--- config.mk ---
export PLATFORM = sky130hd
export DESIGN_NAME = cse_x25_axilite_manager
export DESIGN_NICKNAME = d
export VERILOG_FILES = /design/src/rtl/cse_x25_axilite_pkg.sv /design/src/rtl/cse_x25_axilite_manager.sv
export SDC_FILE = /design/constraint.sdc
export NUM_CORES = 1
export LEC_CHECK = 0
export ABC_AREA = 1
export CORE_MARGIN = 10
export CORE_UTILIZATION = 42
export DETAILED_ROUTE_END_ITERATION = 10
export PLACE_DENSITY = 0.87
export REMOVE_ABC_BUFFERS = 1
export SYNTH_ARGS = -nofsm -noshare
export SYNTH_HDL_FRONTEND = slang
export SYNTH_SLANG_ARGS = --single-unit
--- constraint.sdc ---
create_clock -name clk_i -period 1.9 [get_ports clk_i]
set_input_delay 0.19 -clock clk_i [delete_from_list [all_inputs] [get_ports clk_i]]
set_output_delay 0.19 -clock clk_i [all_outputs]
set_load 0.02 [all_outputs]
--- src/rtl/cse_x25_axilite_pkg.sv ---
// cse_x25_axilite_pkg: AXI-Lite response codes and manager FSM states shared by manager and subordinate
package cse_x25_axilite_pkg;

    typedef enum logic [1:0] {
        OKAY   = 2'b00,
        EXOKAY = 2'b01,
        SLVERR = 2'b10,
        DECERR = 2'b11
    } resp_e;

    typedef enum logic [2:0] {
        IDLE,
        WR,
        WB,
        RA,
        RD,
        RSP
    } state_e;

endpackage

--- src/rtl/cse_x25_axilite_manager.sv ---
// cse_x25_axilite_manager: single-outstanding AXI-Lite initiator driven by a valid/ready command port
module cse_x25_axilite_manager
    import cse_x25_axilite_pkg::*;
#(
    parameter int axi_addr_width_p = 32,
    parameter int axi_data_width_p = 32
) (
    input  logic                        clk_i,
    input  logic                        reset_ni,
    input  logic                        cmd_valid_i,
    output logic                        cmd_ready_o,
    input  logic                        cmd_write_i,
    input  logic [axi_addr_width_p-1:0] cmd_addr_i,
    input  logic [axi_data_width_p-1:0] cmd_data_i,
    output logic                        rsp_valid_o,
    input  logic                        rsp_ready_i,
    output logic                        rsp_write_o,
    output logic [axi_data_width_p-1:0] rsp_data_o,
    output logic [1:0]                  rsp_resp_o,
    output logic [axi_addr_width_p-1:0] axi_awaddr_o,
    output logic                        axi_awvalid_o,
    input  logic                        axi_awready_i,
    output logic [axi_data_width_p-1:0] axi_wdata_o,
    output logic                        axi_wlast_o,
    output logic                        axi_wvalid_o,
    input  logic                        axi_wready_i,
    input  logic [1:0]                  axi_bresp_i,
    input  logic                        axi_bvalid_i,
    output logic                        axi_bready_o,
    output logic [axi_addr_width_p-1:0] axi_araddr_o,
    output logic                        axi_arvalid_o,
    input  logic                        axi_arready_i,
    input  logic [axi_data_width_p-1:0] axi_rdata_i,
    input  logic [1:0]                  axi_rresp_i,
    input  logic                        axi_rlast_i,
    input  logic                        axi_rvalid_i,
    output logic                        axi_rready_o
);

    state_e                      state_q, state_d;
    logic [axi_addr_width_p-1:0] addr_q;
    logic [axi_data_width_p-1:0] data_q;
    logic                        awvalid_q, wvalid_q, arvalid_q;
    logic                        rsp_valid_q, rsp_write_q;
    logic [axi_data_width_p-1:0] rsp_data_q;
    logic [1:0]                  rsp_resp_q;
    logic                        unused_rlast;

    // single-beat reads make rlast redundant
    assign unused_rlast = axi_rlast_i;

    assign cmd_ready_o   = state_q == IDLE;
    assign axi_bready_o  = state_q == WB;
    assign axi_rready_o  = state_q == RD;
    assign axi_awaddr_o  = addr_q;
    assign axi_araddr_o  = addr_q;
    assign axi_wdata_o   = data_q;
    assign axi_awvalid_o = awvalid_q;
    assign axi_wvalid_o  = wvalid_q;
    assign axi_wlast_o   = wvalid_q;
    assign axi_arvalid_o = arvalid_q;
    assign rsp_valid_o   = rsp_valid_q;
    assign rsp_write_o   = rsp_write_q;
    assign rsp_data_o    = rsp_data_q;
    assign rsp_resp_o    = rsp_resp_q;

    always_comb begin
        state_d = state_q;
        case (state_q)
            IDLE:    state_d = cmd_valid_i ? (cmd_write_i ? WR : RA) : IDLE;
            // AW and W complete independently; leave once neither is still pending
            WR:      state_d = ((!awvalid_q || axi_awready_i) && (!wvalid_q || axi_wready_i)) ? WB : WR;
            WB:      state_d = axi_bvalid_i ? RSP : WB;
            RA:      state_d = axi_arready_i ? RD : RA;
            RD:      state_d = axi_rvalid_i ? RSP : RD;
            RSP:     state_d = rsp_ready_i ? IDLE : RSP;
            default: state_d = IDLE;
        endcase
    end

    always_ff @(posedge clk_i or negedge reset_ni) begin
        if (!reset_ni) begin
            state_q     <= IDLE;
            addr_q      <= '0;
            data_q      <= '0;
            awvalid_q   <= 1'b0;
            wvalid_q    <= 1'b0;
            arvalid_q   <= 1'b0;
            rsp_valid_q <= 1'b0;
            rsp_write_q <= 1'b0;
            rsp_data_q  <= '0;
            rsp_resp_q  <= OKAY;
        end else begin
            state_q <= state_d;
            if (state_q == IDLE && cmd_valid_i) begin
                addr_q    <= cmd_addr_i;
                data_q    <= cmd_data_i;
                awvalid_q <= cmd_write_i;
                wvalid_q  <= cmd_write_i;
                arvalid_q <= !cmd_write_i;
            end
            if (awvalid_q && axi_awready_i) awvalid_q <= 1'b0;
            if (wvalid_q && axi_wready_i) wvalid_q <= 1'b0;
            if (arvalid_q && axi_arready_i) arvalid_q <= 1'b0;
            if (state_q == WB && axi_bvalid_i) begin
                rsp_valid_q <= 1'b1;
                rsp_write_q <= 1'b1;
                rsp_data_q  <= '0;
                rsp_resp_q  <= axi_bresp_i;
            end
            if (state_q == RD && axi_rvalid_i) begin
                rsp_valid_q <= 1'b1;
                rsp_write_q <= 1'b0;
                rsp_data_q  <= axi_rdata_i;
                rsp_resp_q  <= axi_rresp_i;
            end
            if (rsp_valid_q && rsp_ready_i) rsp_valid_q <= 1'b0;
        end
    end

endmodule

==> results.json <==
{
  "whs_ns": 0.324,
  "worstSetupPathType": "flop to output pin",
  "dpl.hpwl_mm": 12.1,
  "dp_slack_ns": 0.213,
  "rsz0062_at_grt": "false",
  "ir_drop_v": 0.00111,
  "crit_path_end_kind": "output pin",
  "first_global_vias": 4382,
  "maxSlewViolCount": 0,
  "worst_pin_slew_ns": 0.535,
  "clk_latency_ns": 0.36,
  "seq_area_sq_um": 2650,
  "powerDensity_nw_per_um2": 1760,
  "hold_class": "primary input to asynchronous set/reset pin",
  "setup_violations": 0,
  "place.port_buffers": 248,
  "synthCells": 522,
  "fin_setup_tns_ns": 0,
  "viasPerCell": 4.83,
  "multi_input_area_sq_um": 1380,
  "num_io_pins": 250,
  "dieHeight_um": 123,
  "ys_seq_elements": 106,
  "die-area_sq_um": 15200,
  "clk_pin_slew_worst_paths_ns": 0.10,
  "grt_first_pass_wirelength_mm": 23.1,
  "wl_per_cell_um": 17.7,
  "cts_tree": "yes",
  "arrival_ns": 1.55,
  "grt_overflow": 0,
  "diodes": 0,
  "synthesis.area_sq_um": 4480,
  "cp_data_required_time_ns": 1.71,
  "skew_ns": 0.0115,
  "fin_nets": 845,
  "num_vias": 4226,
  "grt_max_degree": 54,
  "grt_use_total_pct": 19.4,
  "leakage_nw": 3.48,
  "fin_cells": 875,
  "dieWidth_um": 123,
  "final_layout_size_suffix_gt1_share_pct": 4.47,
  "dp.cells": 858,
  "core-area_sq_um": 10400,
  "globalplace.congestion": 0.893,
  "drc": 0,
  "ant_nets": 0,
  "ys_warn_count": 0,
  "syn2layout_area_growth_pct": 56.9,
  "start_util_pct": 43.2,
  "antenna_found_initial": 0,
  "dr.pass1.iters": 4,
  "fin_ws_ns": 0.156,
  "min_period_over_period_pct": 91.8,
  "cts.sinks": 106,
  "status": "finished, final reports clean",
  "syn_avg_cell_area_sq_um": 8.59,
  "numCtsBuffers": 9,
  "crit_path_max_fanout": 5,
  "critPathLaunchType": "flop",
  "synth_cell_types": 18,
  "h-tree-depth": 3,
  "max_cap_violations": 0,
  "routed_wl_mm": 15.5,
  "max_freq_ghz": 0.573,
  "fillers": 784,
  "hold_violations": 0,
  "cts_setup_buffers": 0,
  "first_iter_violations": 206,
  "cts-root-buf": "clkbuf_8",
  "min_period_ns": 1.74,
  "rows": 37,
  "clockBufferDepth": 2,
  "slew_headroom_pct": 64.3,
  "synth-seq-area-share_pct": 59.2
}
layout by cell type, fill, tap and decap left out:
| master | count |
|---|---|
| nand2_1 | 279 |
| clkdlybuf4s50_1 | 244 |
| dfrtp_1 | 106 |
| nand3_1 | 44 |
| inv_1 | 16 |
| clkbuf_8 | 10 |
| buf_4 | 8 |
| nand4_1 | 5 |
| nor2_1 | 4 |
| clkinv_4 | 3 |
| dlygate4sd2_1 | 3 |
| o21ai_0 | 2 |
| nand3_2 | 2 |
| inv_2 | 2 |
| inv_6 | 2 |
| buf_12 | 2 |
| nor2_4 | 1 |
| nor2_2 | 1 |
| clkinv_1 | 1 |
| nand2_2 | 1 |
| nand3b_1 | 1 |
| clkinv_2 | 1 |
| dlygate4sd3_1 | 1 |
Yosys cell counts:
master | n | share of area [%]
nand3_2 | 2 | 0.45
inv_2 | 2 | 0.17
dfrtp_1 | 106 | 59
nor2_1 | 5 | 0.42
buf_2 | 7 | 0.78
nand2_1 | 279 | 23
nand3_1 | 44 | 4.9
buf_1 | 1 | 0.084
nand3b_1 | 1 | 0.17
buf_6 | 3 | 0.75
nor2_4 | 1 | 0.25
clkinv_1 | 1 | 0.084
inv_1 | 16 | 1.3
buf_4 | 38 | 6.4
o21ai_0 | 2 | 0.22
nand2_2 | 1 | 0.14
nand4_1 | 5 | 0.70
clkbuf_1 | 8 | 0.67
routing by layer:
metal  part of all wire, %  wire length (um)  track usage, %  up-vias
met5                     0                 0               0        -
met4                   1.6               254            5.82        0
met3                    14              2160            9.85       22
met2                    49              7620            33.6      230
met1                    35              5450            20.1     1984
li1                      -                 -               -     1990
area by class of cell:
type	count	share of cell area, %
sequential	106	37.7
timing repair buffer	258	36.7
multi-input combinational	340	19.5
tap	136	2.42
clock buffer	10	1.96
inverter	19	1.01
clock inverter	6	0.694
flip-flops by register name (all words and copies together) (netlist names):
name           flops
rsp_data_o        32
axi_arvalid_o      1
rsp_valid_o        1
rsp_resp_o         2
axi_araddr_o      32
state_q            3
axi_awvalid_o      1
rsp_write_o        1
axi_wdata_o       32
axi_wlast_o        1
final timing paths:
kind | start | end | slack (ns) | depth (start not counted)
setup / recovery | state_q[0] | axi_bready_o | 0.16 | 5
hold / removal | reset_ni | rsp_data_o[25] | 0.32 | 2
setup reg to reg | state_q[0] | rsp_data_o[20] | 0.29 | 7
hold reg to reg | rsp_data_o[24] | rsp_data_o[24] | 0.48 | 2
max in group asynchronous | reset_ni | rsp_data_o[27] | 0.91 | 3
min in group clk_i | cmd_addr_i[12] | axi_araddr_o[12] | 0.35 | 3
metrics by stage:
step | utilization, % | instance area, sq um | total power [mW]
floorplan | - | 4100 | 7.20
global placement | 66.0 | 6840 | 11.0
detailed placement | 66.0 | 6840 | 11.2
CTS | 67.8 | 7030 | 12.5
global route | 67.8 | 7030 | 13.2
finish | 67.8 | 7030 | 12.4
where the power goes:
group | internal [mW] | switching, mW | leakage, nW
sequential | 3.33 | 0.771 | 1.35
clock | 0.528 | 0.788 | 0.0972
combinational | 3.13 | 3.85 | 2.04
total | 6.98 | 5.40 | 3.48
timing repair:
action	4_1_cts	5_1_grt
hold buffers	1	0
hold endpoints to repair	35	0
resized for setup	3	1
endpoints found under the setup margin	3	1
logic make-up after synthesis:
family / share of synthesized area, %
buffers and inverters: 10.2
AO/OA/AOI/OAI: 0.223
AND/OR/NAND/NOR: 30.4
flip-flops: 59.2
worst max-delay path, stage by stage, from the launching register on:
cell           delay (ns)
dfrtp_1              0.42
buf_4                0.17
nor2_4               0.12
nand2_1              0.08
inv_1                0.08
dlygate4sd2_1        0.34
Power figures use the tool's default switching activity.
